<file path="config.mk">
export PLATFORM = sky130hd
export DESIGN_NAME = sevenseg_receiver
export DESIGN_NICKNAME = d
export VERILOG_FILES = /design/src/rtl/sevenseg_receiver.sv
export SDC_FILE = /design/constraint.sdc
export NUM_CORES = 1
export LEC_CHECK = 0
export CAP_MARGIN = 20
export CORE_ASPECT_RATIO = 1.1
export CORE_MARGIN = 2
export CORE_UTILIZATION = 45
export CTS_BUF_LIST = sky130_fd_sc_hd__clkbuf_8
export CTS_CLUSTER_SIZE = 40
export DETAILED_ROUTE_END_ITERATION = 16
export PLACE_DENSITY_LB_ADDON = 0.1
export REMOVE_ABC_BUFFERS = 1
export SKIP_LAST_GASP = 1
export SLEW_MARGIN = 10
export SYNTH_ARGS = -nofsm -noshare
export SYNTH_HDL_FRONTEND = slang
export SYNTH_SLANG_ARGS = --single-unit
</file>
<file path="constraint.sdc">
create_clock -name clk -period 4 [get_ports clk]
set_input_delay 0.4 -clock clk [delete_from_list [all_inputs] [get_ports clk]]
set_output_delay 0.4 -clock clk [all_outputs]
set_load 0.02 [all_outputs]
</file>
<file path="src/rtl/sevenseg_receiver.sv">
// -----------------------------------------------------------------------------
// sevenseg_receiver
//
// Watches a 7-segment display bus and recovers the digit it shows. The bus is
// registered once and then debounced. A pattern commits only after it has been
// seen unchanged for a full stability window, and only if it differs from the
// last committed pattern. The first pattern after reset always commits. Each
// commit updates the decoded outputs, pulses 'update' and pushes the decoded
// result into a small show-ahead FIFO.
//
// Ports
//   clk           : system clock, all state on the rising edge
//   rst_n         : asynchronous active-low reset
//   seg[6:0]      : segment bus, active-high, bit0 = a .. bit6 = g
//   value[3:0]    : last committed digit (0-9, 12 = blank, 15 = unknown)
//   valid         : high once any pattern has committed
//   update        : one-cycle pulse in the cycle after each commit edge
//   bad_pattern   : committed pattern is not in the decode table
//   change_count  : commits since reset, saturating at 255
//   rd_en         : pop the FIFO head (ignored when the FIFO is empty)
//   rd_data[4:0]  : FIFO head {bad, value}, reads 0 when the FIFO is empty
//   fifo_empty    : FIFO holds no entries
//   fifo_full     : FIFO holds 4 entries
//   overflow      : sticky; a commit was dropped because the FIFO was full
//   state_o       : FSM state for debug (0 = WAIT, 1 = LOCKED)
//
// FIFO handshake: a pop happens on a rising edge where rd_en=1 and
// fifo_empty=0. A push happens on every commit edge when the FIFO is not full,
// or when it is full and a pop happens on the same edge. A commit into a full
// FIFO with no pop is dropped and sets overflow.
// -----------------------------------------------------------------------------
module sevenseg_receiver #(
  parameter int unsigned STABLE_CYCLES = 4
) (
  input  logic       clk,
  input  logic       rst_n,
  input  logic [6:0] seg,
  output logic [3:0] value,
  output logic       valid,
  output logic       update,
  output logic       bad_pattern,
  output logic [7:0] change_count,
  input  logic       rd_en,
  output logic [4:0] rd_data,
  output logic       fifo_empty,
  output logic       fifo_full,
  output logic       overflow,
  output logic       state_o
);

  localparam logic [3:0] CNT_MAX = 4'(STABLE_CYCLES - 1);

  typedef enum logic {
    ST_WAIT   = 1'b0,
    ST_LOCKED = 1'b1
  } state_e;

  // ---------------------------------------------------------------------------
  // Registers
  // ---------------------------------------------------------------------------
  state_e     state_q, state_d;
  logic [6:0] seg_q;
  logic [6:0] cand_q, cand_d;
  logic [3:0] cnt_q, cnt_d;
  logic [6:0] committed_q, committed_d;
  logic [3:0] value_q, value_d;
  logic       bad_q, bad_d;
  logic       update_q, update_d;
  logic [7:0] cc_q, cc_d;

  logic [4:0] mem_q [4];
  logic [1:0] wr_ptr_q, wr_ptr_d;
  logic [1:0] rd_ptr_q, rd_ptr_d;
  logic [2:0] fcnt_q, fcnt_d;
  logic       ovf_q, ovf_d;

  logic       stable;
  logic       commit;
  logic [3:0] dec_val;
  logic       dec_bad;
  logic       f_empty, f_full;
  logic       pop, push_ok;

  // ---------------------------------------------------------------------------
  // Debounce front end: a candidate is (re)started whenever the registered bus
  // disagrees with it; otherwise the counter runs up and parks at CNT_MAX so a
  // held pattern stays "stable" indefinitely.
  // ---------------------------------------------------------------------------
  always_comb begin
    cand_d = cand_q;
    cnt_d  = cnt_q;
    if (seg_q != cand_q) begin
      cand_d = seg_q;
      cnt_d  = 4'd0;
    end else if (cnt_q != CNT_MAX) begin
      cnt_d = cnt_q + 4'd1;
    end
  end

  assign stable = (seg_q == cand_q) && (cnt_q == CNT_MAX);

  // ---------------------------------------------------------------------------
  // Decode table, applied to the candidate that is about to commit
  // ---------------------------------------------------------------------------
  always_comb begin
    dec_val = 4'hF;
    dec_bad = 1'b0;
    case (cand_q)
      7'h3F:   dec_val = 4'd0;
      7'h06:   dec_val = 4'd1;
      7'h5B:   dec_val = 4'd2;
      7'h4F:   dec_val = 4'd3;
      7'h66:   dec_val = 4'd4;
      7'h6D:   dec_val = 4'd5;
      7'h7D:   dec_val = 4'd6;
      7'h07:   dec_val = 4'd7;
      7'h7F:   dec_val = 4'd8;
      7'h6F:   dec_val = 4'd9;
      7'h00:   dec_val = 4'd12;
      default: begin
        dec_val = 4'hF;
        dec_bad = 1'b1;
      end
    endcase
  end

  // ---------------------------------------------------------------------------
  // FSM: WAIT accepts any stable pattern; LOCKED only accepts a stable pattern
  // that differs from the one already committed.
  // ---------------------------------------------------------------------------
  always_comb begin
    state_d = state_q;
    commit  = 1'b0;
    if (state_q == ST_WAIT) begin
      if (stable) begin
        commit  = 1'b1;
        state_d = ST_LOCKED;
      end
    end else begin
      if (stable && (cand_q != committed_q)) begin
        commit = 1'b1;
      end
    end
  end

  // ---------------------------------------------------------------------------
  // Committed-result datapath
  // ---------------------------------------------------------------------------
  always_comb begin
    committed_d = committed_q;
    value_d     = value_q;
    bad_d       = bad_q;
    update_d    = commit;
    cc_d        = cc_q;
    if (commit) begin
      committed_d = cand_q;
      value_d     = dec_val;
      bad_d       = dec_bad;
      if (cc_q != 8'hFF) begin
        cc_d = cc_q + 8'd1;
      end
    end
  end

  // ---------------------------------------------------------------------------
  // 4-entry FIFO. Pop is qualified by non-empty first, so a push into an empty
  // FIFO with rd_en high just pushes; when full, a coincident pop frees the
  // slot the push needs.
  // ---------------------------------------------------------------------------
  assign f_empty = (fcnt_q == 3'd0);
  assign f_full  = (fcnt_q == 3'd4);
  assign pop     = rd_en && !f_empty;
  assign push_ok = commit && (!f_full || pop);

  always_comb begin
    wr_ptr_d = wr_ptr_q;
    rd_ptr_d = rd_ptr_q;
    fcnt_d   = fcnt_q;
    ovf_d    = ovf_q;
    if (pop) begin
      rd_ptr_d = rd_ptr_q + 2'd1;
    end
    if (push_ok) begin
      wr_ptr_d = wr_ptr_q + 2'd1;
    end
    if (commit && f_full && !pop) begin
      ovf_d = 1'b1;
    end
    case ({push_ok, pop})
      2'b10:   fcnt_d = fcnt_q + 3'd1;
      2'b01:   fcnt_d = fcnt_q - 3'd1;
      default: fcnt_d = fcnt_q;
    endcase
  end

  // ---------------------------------------------------------------------------
  // Sequential state
  // ---------------------------------------------------------------------------
  always_ff @(posedge clk or negedge rst_n) begin
    if (!rst_n) begin
      state_q     <= ST_WAIT;
      seg_q       <= 7'd0;
      cand_q      <= 7'd0;
      cnt_q       <= 4'd0;
      committed_q <= 7'd0;
      value_q     <= 4'd0;
      bad_q       <= 1'b0;
      update_q    <= 1'b0;
      cc_q        <= 8'd0;
    end else begin
      state_q     <= state_d;
      seg_q       <= seg;
      cand_q      <= cand_d;
      cnt_q       <= cnt_d;
      committed_q <= committed_d;
      value_q     <= value_d;
      bad_q       <= bad_d;
      update_q    <= update_d;
      cc_q        <= cc_d;
    end
  end

  always_ff @(posedge clk or negedge rst_n) begin
    if (!rst_n) begin
      for (int i = 0; i < 4; i++) begin
        mem_q[i] <= 5'd0;
      end
      wr_ptr_q <= 2'd0;
      rd_ptr_q <= 2'd0;
      fcnt_q   <= 3'd0;
      ovf_q    <= 1'b0;
    end else begin
      if (push_ok) begin
        mem_q[wr_ptr_q] <= {dec_bad, dec_val};
      end
      wr_ptr_q <= wr_ptr_d;
      rd_ptr_q <= rd_ptr_d;
      fcnt_q   <= fcnt_d;
      ovf_q    <= ovf_d;
    end
  end

  // ---------------------------------------------------------------------------
  // Outputs
  // ---------------------------------------------------------------------------
  assign value        = value_q;
  assign valid        = (state_q == ST_LOCKED);
  assign update       = update_q;
  assign bad_pattern  = bad_q;
  assign change_count = cc_q;
  assign rd_data      = f_empty ? 5'd0 : mem_q[rd_ptr_q];
  assign fifo_empty   = f_empty;
  assign fifo_full    = f_full;
  assign overflow     = ovf_q;
  assign state_o      = state_q;

endmodule

</file>
==> impl_results.md, run 1 <==
* Status: completed
* Slew @ Worst Pin at 0.887 ns
* Post-route design area at around 3900 sq um
* Avg Cell Area, Syn at ~12 sq um
* EDFF count, synth at 0
* Setup slack, reg-to-reg at ~1.2 ns
* Final Max Tran Viols at 0
* Setup Slack @ Placement at around 1.2 ns
* Hold_buf cts at 0
* Top-level I/O count at 34
* Crit-path cells: ha_1 > nor3b_1 > nand3_2 > nor2_2 > nor2_1 > fa_1 > nor2b_1 > o21ai_0 > a21boi_0 > a211o_1
* Post-CTS Setup Bufs at 0
* Remaining global-route overflow at 0
* Worst-case reg-to-reg path depth at 10
* Input/output buffers at 33
* Initial antenna violation count at 0
* H-tree depth at 3
* Worst hold path type: input pin to asynchronous set/reset pin
* Layout cells sized above 1 at about a fifth
* Area occupied by multi-input gates at between 1000 and 1500 sq um
* Commonest cells after routing, fill and taps aside: dfrtp_1, mux2_2, clkdlybuf4s50_1
* Max Cap Viol at 0
* Commonest non-fill, non-tap cell in the layout: dfrtp_1
* Reg clk slew, reported paths at around 0.070 ns
* Ant diodes at 0
* Async set-reset flop share out of synthesis at between 90% and 100%
* Antenna-violating nets left at 0
* Synth-to-layout area growth at 18.3%
* CP endpoint kind: register
* DRT iter0 DRCs at 55
* Sequential Power Share at around 45%
* Total Power at 0.00175 W
* CP Class: register to register
* Synth cell types at between 40 and 50
* WP data required at ~4.2 ns
* Syn Inst Count at approximately 270
* Worst setup margin at ~1.2 ns
* Switching power at between 0.0004 and 0.0005 W
* RSZ-0062 raised after global routing: no
* Pin count of the biggest net entering global routing at 42
* Worst EP arrival at 3.03 ns
* Max stage delay cell, worst path: nor3b_1
* Core area at between 7000 and 8000 sq um
* DR vias/cell at around 5.3
* Top cell type's share of synthesized area at about half
* Wire length per cell at around 15 microns
* Initial Util at about 47%
* Switching portion of total power at around a quarter
* Main synth FF type: dfrtp_1
* Crit Reg-Reg Endpoint: fcnt_q[2]
* CTS tree: done
* Synthesis-stage register bit count at between 60 and 70
* Fraction of power consumed by the clock network at 39.7%
* Worst hold slack at around 0.18 ns
* Area leader, netlist: dfrtp_1
* Crit-path max FO at 9
* DRT Wirelength at between 5 and 6 mm
* TritonRoute pass-1 iters at 4
* Post-CTS sizing at 0
* Final setup fails at 0
* Vias at roughly 2,100
* Leak pwr at 1.79 nW
* Worst path max stage delay at between 0.4 and 0.5 ns
* Fin Setup TNS at 0 ns
* Internal power at between 0.001 and 0.0015 W
* Clock Path Buffers at 2
* Layout fillers at 628
* Post-DP HPWL at roughly 4.0 mm
* Max Clock Skew at 0.0100 ns
* Worst r2r src: cnt_q[0]
* Final #Nets at roughly 320
* VDD IR-drop max at around 330 uV
* Largest cells by area after synthesis: dfrtp_1, mux2_2, xnor2_1, mux4_2, xor2_1
* Number of global-route vias before repair at ~2,100
* CP Launch Type: register
* Synthesis Warnings at 0
* Final period util at about 70%
* Sequential fraction of the synthesis area at 51.6%
* Fin. Hold Viols at 0
* Number of buffers created by CTS at 9
* Rows at 32
* Clock root buffer: clkbuf_8
* Relative slew slack at 40.8%
* DRC Markers at 0
* Die ar. at 8030 sq um
* Mapped cell area at about 3300 sq um
* Routability cong. at just under 0.8
* Combinational power share at between 15 and 20%
* GR Util All Layers at approximately 17%
* Die height at approximately 94 microns
* Chip width at about 86 microns
* Pwr/cell area at between 400 and 500 nW/um^2
* FF+latch area at ~1700 sq um
* Cell Area, Placed at between 3000 and 4000 sq um
* Sink Count at just under 70
* First-pass GRT wire length at about 10 mm
* Clk_lat worst skew at roughly 0.34 ns
* Minimum clock period at 2.81 ns
* Fmax achieved at ~360 MHz
flip-flops by register name, indices dropped and copies added, names as in the netlist:
signal,flops
wr_ptr_q,2
fcnt_q,3
value,4
cnt_q,4
bad_pattern,1
seg_q,7
state_o,1
update,1
committed_q,7
cand_q,7
overflow,1
rd_ptr_q,2
change_count,8
mem_q,20
cell type report:
cell class | instances | area share, %
inverter | 5 | 0.481
timing repair buffer | 36 | 8.92
clock inverter | 5 | 2.53
sequential | 68 | 43.6
multi-input combinational | 180 | 37.8
tap | 85 | 2.73
clock buffer | 11 | 3.88
cell families after synthesis:
logic type	count (synthesis)	share of synthesized area, %
DFF	68	51.6
adders and majority gates	7	2.88
and+or+nand+nor	83	14.5
buffers and inverters	26	3.61
AOI/OAI and AO/OA	22	4.55
xor gates and xnor gates	27	7.17
muxes	41	15.7
per-layer routing:
layer	vias to the layer above	GRT usage (%)	routed length [microns]
met5	-	0	0
met3	6	4.31	179
li1	1003	-	-
met1	1036	22.2	2710
met4	0	6.35	80
met2	26	27.0	2830
Yosys cell counts, types with 2 or more instances:
library cell,number
xnor2_1,16
nand4_1,4
ha_1,6
a21oi_1,4
a211oi_1,5
nand4b_1,2
clkbuf_1,10
nand3_1,6
mux4_2,5
nand2_1,15
mux2_2,35
o22ai_1,2
nor2_1,15
and3_1,7
o21ai_0,3
dfrtp_1,68
inv_1,5
nand3b_1,3
xor2_1,11
nor2b_1,5
buf_2,8
nand2b_1,4
nor3_1,5
and2_1,6
power groups by stage:
stage          clock network [W]  registers [W]  logic (W)
5_1_grt                 0.000752       0.000802   0.000302
6_report                0.000697       0.000789   0.000267
2_1_floorplan                  0       0.000785   0.000188
3_5_place_dp                   0       0.000806   0.000271
4_1_cts                 0.000721       0.000792   0.000271
3_3_place_gp                   0       0.000805   0.000265
how the worst max path moves through the flow:
stage,from,to,slack [ns],depth (start not counted)
global route,cnt_q[0],fcnt_q[2],0.86,10
finish,cnt_q[0],fcnt_q[2],1.19,10
CTS,cnt_q[0],fcnt_q[2],1.17,10
detailed placement,cnt_q[0],fcnt_q[2],1.17,10
global placement,cand_q[0],fcnt_q[2],1.29,10
floorplan,cnt_q[0],fcnt_q[2],0.81,10
critical path, delay by kind of cell (launching register included):
| kind | cells | cell delay, ns |
|---|---|---|
| and+or+nand+nor | 5 | 1.17 |
| adders and majority gates | 2 | 0.59 |
| AOI/OAI and AO/OA | 3 | 0.56 |
| DFF | 1 | 0.38 |
per-stage QoR:
step                cells  utilization [%]
finish                390             55.4
CTS                   390             55.4
global placement      374             51.8
floorplan             253                -
global route          390             55.4
detailed placement    374             51.8
No activity file was read; power rests on OpenSTA's default activity.
==> inputs of run 2 (changes only) <==
- clock period: 4 -> 2.9 ns (I/O delays scaled with it)
==> run 2 against run 1 <==
Net effect:
- utilization about the same
- maximum frequency increased by 11%
- first-iteration DRC count increased by 85%
- design area about the same
- global-route usage about the same
- non-clock buffer count increased by 8
- register-to-register slack got worse by 0.83 ns
==> impl_results.md, run 2 (synthesis gave the netlist of run 1 again) <==
* Status: completed
* Worst path max stage delay at 0.50 ns (+0.05 ns)
* Chip width at 85.6 microns (unchanged)
* Fin. Hold Viols at 0 (unchanged)
* Max Cap Viol at 0 (unchanged)
* H-tree depth at 3 (unchanged)
* Final #Nets at 325 (+2.5%)
* DRC Markers at 0 (unchanged)
* Pwr/cell area at 552 nW/um^2 (+23%)
* Setup slack, reg-to-reg at 0.36 ns (-0.83 ns)
* WP data required at 3.13 ns (-1.09 ns)
* RSZ-0062 raised after global routing: no
* Fmax achieved at 394 MHz (+11%)
* Placed cell count at 381 (+1.9%)
* Worst r2r src: cand_q[3]
* Crit-path cells: xor2_1 > nor3_1 > nand3_2 > nor2_2 > nor2_1 > fa_1 > nor2b_1 > o21ai_0 > a21boi_0 > a211o_1
* CP endpoint kind: register
* Post-CTS sizing at 0 (unchanged)
* Synth-to-layout area growth at 18.4% (about the same)
* Commonest cells after routing, fill and taps aside: dfrtp_1, mux2_2, clkdlybuf4s50_1
* DRT iter0 DRCs at 102 (+85%)
* Rows at 32 (unchanged)
* VDD IR-drop max at 406 uV (+24%)
* Antenna-violating nets left at 0 (unchanged)
* Layout cells sized above 1 at 23.3% (+2.0 points)
* Commonest non-fill, non-tap cell in the layout: dfrtp_1
* Crit Reg-Reg Endpoint: fcnt_q[2]
* Pin count of the biggest net entering global routing at 69 (+64%)
* CTS tree: done
* Setup Slack @ Placement at 0.389 ns (-0.782 ns)
* Routability cong. at 0.780 (-1.3%)
* Biggest register: mem_q
* Number of buffers created by CTS at 9 (unchanged)
* Remaining global-route overflow at 0 (unchanged)
* Clk_lat worst skew at 0.34 ns (about the same)
* CP Launch Type: register
* Clock root buffer: clkbuf_8
* DRT Wirelength at 5.95 mm (+2.7%)
* Slew @ Worst Pin at 0.615 ns (-0.273 ns)
* Initial Util at 46.8% (unchanged)
* Fin Setup TNS at 0 ns (unchanged)
* Worst Setup EP: fcnt_q[2]
* Delay-heaviest family, CP: simple AND/OR/NAND/NOR gates
* Total Power at 0.00216 W (+23%)
* Max stage delay cell, worst path: dfrtp_1
* Setup crit start: cand_q[3]
* Layout Cells excl Fill at 398 (+2.1%)
* Initial antenna violation count at 0 (unchanged)
* Die height at 93.8 microns (unchanged)
* Max reg flops at 20 (unchanged)
* Clock Path Buffers at 2 (unchanged)
* Die ar. at 8030 sq um (unchanged)
* Final setup fails at 0 (unchanged)
* Minimum clock period at 2.54 ns (-0.273 ns)
* Crit-path max FO at 10 (+1)
* Top-level I/O count at 34 (unchanged)
* Reg clk slew, reported paths at 0.08 ns (about the same)
* DR vias/cell at 5.29 (-0.31%)
* Post-DP HPWL at 3.99 mm (-0.18%)
* Final period util at 87.5% (+17 points)
* Worst EP arrival at 2.76 ns (-0.27 ns)
* Sink Count at 68 (unchanged)
* Input/output buffers at 33 (unchanged)
* Ant diodes at 0 (unchanged)
* Worst setup margin at 0.364 ns (-0.827 ns)
* Critical path buffers and inverters at 0 (unchanged)
* Max Clock Skew at 0.00665 ns (-0.00334 ns)
* Final Max Tran Viols at 0 (unchanged)
* First-pass GRT wire length at 10.4 mm (-0.13%)
* Number of global-route vias before repair at 2,083 (-0.53%)
* GR Util All Layers at 16.9% (about the same)
* Worst hold path type: input pin to register
* Core area at 7050 sq um (unchanged)
* Wire length per cell at 14.9 microns (+0.65%)
* Critical Path Stages at 10 (unchanged)
* CP Class: register to register
* Leak pwr at 1.80 nW (+0.21%)
* Relative slew slack at 58.9% (+18 points)
* Worst-case reg-to-reg path depth at 10 (unchanged)
* TritonRoute pass-1 iters at 4 (unchanged)
* Vias at 2,107 (+1.7%)
-- run 2: cell count changes in the layout (fill, tap and decap cells not counted), sizes merged --
cell / change
clkinvlp: +1
clkbuf: -1
buf: +7
clkinv: +4
dlygate4sd3: +1
bufinv: -3
inv: -1
-- run 2: power by group --
group | switching, W | internal (W)
Clock | 0.000366 | 0.000332
Combinational | 0.000192 | 0.000186
Sequential | 0.0000888 | 0.000992
-- run 2: per-stage QoR --
stage               util (%)  hold slack (ns)  cell area (sq um)
floorplan                  -         -0.00559               3200
global placement        52.7            0.341               3720
detailed placement      52.7            0.340               3720
CTS                     55.4            0.359               3900
global route            55.4            0.360               3900
finish                  55.4            0.381               3900
-- run 2: routing by layer --
metal	track usage, %	routed length, microns	share of wire (%)	up-vias
met5	0	0	0	-
met4	5.56	87	1.5	0
met3	5.54	208	3.5	7
met2	27.5	2920	49	30
met1	21.2	2740	46	1059
li1	-	-	-	1011
-- run 2: what timing repair did --
item	4_1_cts	5_1_grt
setup buffers	0	0
hold buffers	1	0
endpoints found under the hold margin	68	0
-- run 2: worst min-delay path by stage --
stage          startpoint           to  cells after the start
2_1_floorplan       rst_n  bad_pattern                      0
3_3_place_gp        rst_n    mem_q[18]                      2
3_5_place_dp        rst_n    mem_q[18]                      2
4_1_cts            seg[1]     seg_q[1]                      1
5_1_grt            seg[1]     seg_q[1]                      1
6_report           seg[1]     seg_q[1]                      1
-- run 2: area by class of cell --
| cell class | count | area, sq um |
|---|---|---|
| flip-flops and latches | 68 | 1700 |
| well taps | 85 | 106 |
| inverters | 5 | 18.8 |
| multi-input cells | 180 | 1480 |
| clock buffers | 10 | 138 |
| repair buffers | 44 | 423 |
| clock inverters | 6 | 40.0 |
| fillers | 640 | 3140 |
==> inputs of run 3 (changes only) <==
- GPL_TIMING_DRIVEN: not set -> 0
==> run 3 against run 2 <==
Net effect:
- critical endpoint unchanged
- largest power group unchanged
- via count shrank 0.33%
- wire length fell by 4.5%
- clock power fell by 7.2%
- critical path depth increased by 1
- count of clock-buffer cells in the layout stayed put
- sequential power about the same
- first-iteration DRC count shrank 44%
- worst setup slack worse by 0.18 ns
- design area about the same
- sequential share of layout area is 0.086 points higher
- final cell count fell by 1.0%
==> impl_results.md, run 3 (synthesis gave the netlist of run 1 again) <==
* Clk_lat worst skew at 0.33 ns (about the same)
* Post-DP HPWL at 3.93 mm (-1.5%)
* Number of buffers created by CTS at 9 (unchanged)
* Routability cong. at 0.732 (-6.2%)
* Final design utilization at 55.5% (about the same)
* Clock Path Buffers at 2 (unchanged)
* Status: completed
* Layout fillers at 622 (-2.8%)
* Input/output buffers at 33 (unchanged)
* VDD IR-drop max at 400 uV (-1.3%)
* Antenna-violating nets left at 0 (unchanged)
* DRT iter0 DRCs at 57 (-44%)
* Final setup fails at 0 (unchanged)
* Worst EP arrival at 2.94 ns (+0.18 ns)
* Wire length per cell at 14.4 microns (-3.5%)
* GR Util All Layers at 15.8% (-1.1 points)
* Layout cells sized above 1 at 23.3% (about the same)
* Die height at 93.8 microns (unchanged)
* Crit-path max FO at 12 (+2)
* Final period util at 93.6% (+6.2 points)
* Placed cell count at 373 (-2.1%)
* Max stage delay cell, worst path: dfrtp_2
* Die ar. at 8030 sq um (unchanged)
* Worst r2r src: cand_q[0]
* CP endpoint kind: register
* Setup crit start: cand_q[0]
* Fin Setup TNS at 0 ns (unchanged)
* Remaining global-route overflow at 0 (unchanged)
* Vias at 2,100 (-0.33%)
* Leak pwr at 1.79 nW (-0.13%)
* Clock root buffer: clkbuf_8
* Pin count of the biggest net entering global routing at 51 (-26%)
* Delay-heaviest family, CP: simple AND/OR/NAND/NOR gates
* Max Clock Skew at 0.0108 ns (+0.00413 ns)
* Initial Util at 46.8% (unchanged)
* DR vias/cell at 5.33 (+0.68%)
* Number of global-route vias before repair at 2,025 (-2.8%)
* Synth-to-layout area growth at 18.5% (about the same)
* Worst path max stage delay at 0.48 ns (-0.02 ns)
* H-tree depth at 3 (unchanged)
* Sink Count at 68 (unchanged)
* Fmax achieved at 368 MHz (-6.6%)
* Core area at 7050 sq um (unchanged)
* Final #Nets at 321 (-1.2%)
* CP Launch Type: register
* Relative slew slack at 59.4% (+0.52 points)
* First-pass GRT wire length at 9.88 mm (-5.0%)
* Layout Cells excl Fill at 394 (-1.0%)
* Worst hold path type: input pin to asynchronous set/reset pin
* Ant diodes at 0 (unchanged)
* Fin. Hold Viols at 0 (unchanged)
* TritonRoute pass-1 iters at 4 (unchanged)
* Top-level I/O count at 34 (unchanged)
* Pwr/cell area at 540 nW/um^2 (-2.2%)
* Crit-path cells: xor2_1 > nor4_4 > nand3_4 > nor2_4 > buf_6 > nor2_1 > fa_1 > nor2b_1 > o21ai_0 > a21boi_0 > a211o_1
* CTS tree: done
* Minimum clock period at 2.72 ns (+0.179 ns)
* Max reg flops at 20 (unchanged)
* Reg clk slew, reported paths at 0.07 ns (about the same)
* Critical path buffers and inverters at 1 (+1)
* Commonest non-fill, non-tap cell in the layout: dfrtp_1
* DRT Wirelength at 5.68 mm (-4.5%)
* Initial antenna violation count at 0 (unchanged)
* Chip width at 85.6 microns (unchanged)
* DRC Markers at 0 (unchanged)
* Biggest register: mem_q
* CP Class: register to register
* Commonest cells after routing, fill and taps aside: dfrtp_1, mux2_2, clkdlybuf4s50_1
* Slew @ Worst Pin at 0.607 ns (-0.00775 ns)
* Max Cap Viol at 0 (unchanged)
* Rows at 32 (unchanged)
* RSZ-0062 raised after global routing: no
* Final Max Tran Viols at 0 (unchanged)
* WP data required at 3.12 ns (about the same)
* Total Power at 0.00211 W (-2.1%)
## run 3: repair_timing
item                                   in CTS  in global routing
gates resized for setup                     7                  3
setup endpoints to repair                   2                  1
endpoints found under the hold margin      18                  0
pin swaps                                   3                  3
cloned                                      0                  0
setup buffers                               1                  3
hold buffers                                1                  0
## run 3: worst paths after layout
path	endpoint	cells after the start	slack (ns)
setup / recovery	fcnt_q[2]	11	0.18
hold / removal	mem_q[18]	2	0.37
setup reg to reg	fcnt_q[2]	11	0.18
hold reg to reg	cand_q[1]	0	0.39
max in group asynchronous	cand_q[1]	3	1.99
min in group clk	cand_q[1]	0	0.39
## run 3: layer usage
metal  share of wire [%]  vias to the layer above  global-route usage (%)
met5                   0                        -                       0
met4                 1.7                        0                    8.33
met3                 2.5                        9                    3.25
met2                  49                       29                    24.4
met1                  47                     1047                    21.0
li1                    -                     1015                       -
## run 3: report_power, final
part	leakage (nW)	total [W]	internal [W]	switching (W)
logic	0.790	0.000372	0.000185	0.000188
registers	0.902	0.00109	0.000993	0.0000981
clock network	0.101	0.000648	0.000318	0.000329
total	1.79	0.00211	0.00150	0.000615
## run 3: through the flow
| step | worst slack (ns) | hold WS [ns] | cell area [sq um] |
|---|---|---|---|
| 2_1_floorplan | -0.292 | -0.00559 | 3200 |
| 3_3_place_gp | -0.972 | 0.379 | 3630 |
| 3_5_place_dp | -0.696 | 0.187 | 3670 |
| 4_1_cts | 0.00889 | 0.363 | 3880 |
| 5_1_grt | 0.00305 | 0.378 | 3910 |
| 6_report | 0.185 | 0.372 | 3910 |
## run 3: layout make-up
cell class | instances | area, sq um | share of cell area (%)
sequential | 68 | 1710 | 43.7
multi-input combinational | 180 | 1510 | 38.6
timing repair buffer | 40 | 407 | 10.4
clock buffer | 10 | 138 | 3.52
tap | 85 | 106 | 2.72
clock inverter | 6 | 25.0 | 0.640
inverter | 5 | 18.8 | 0.480
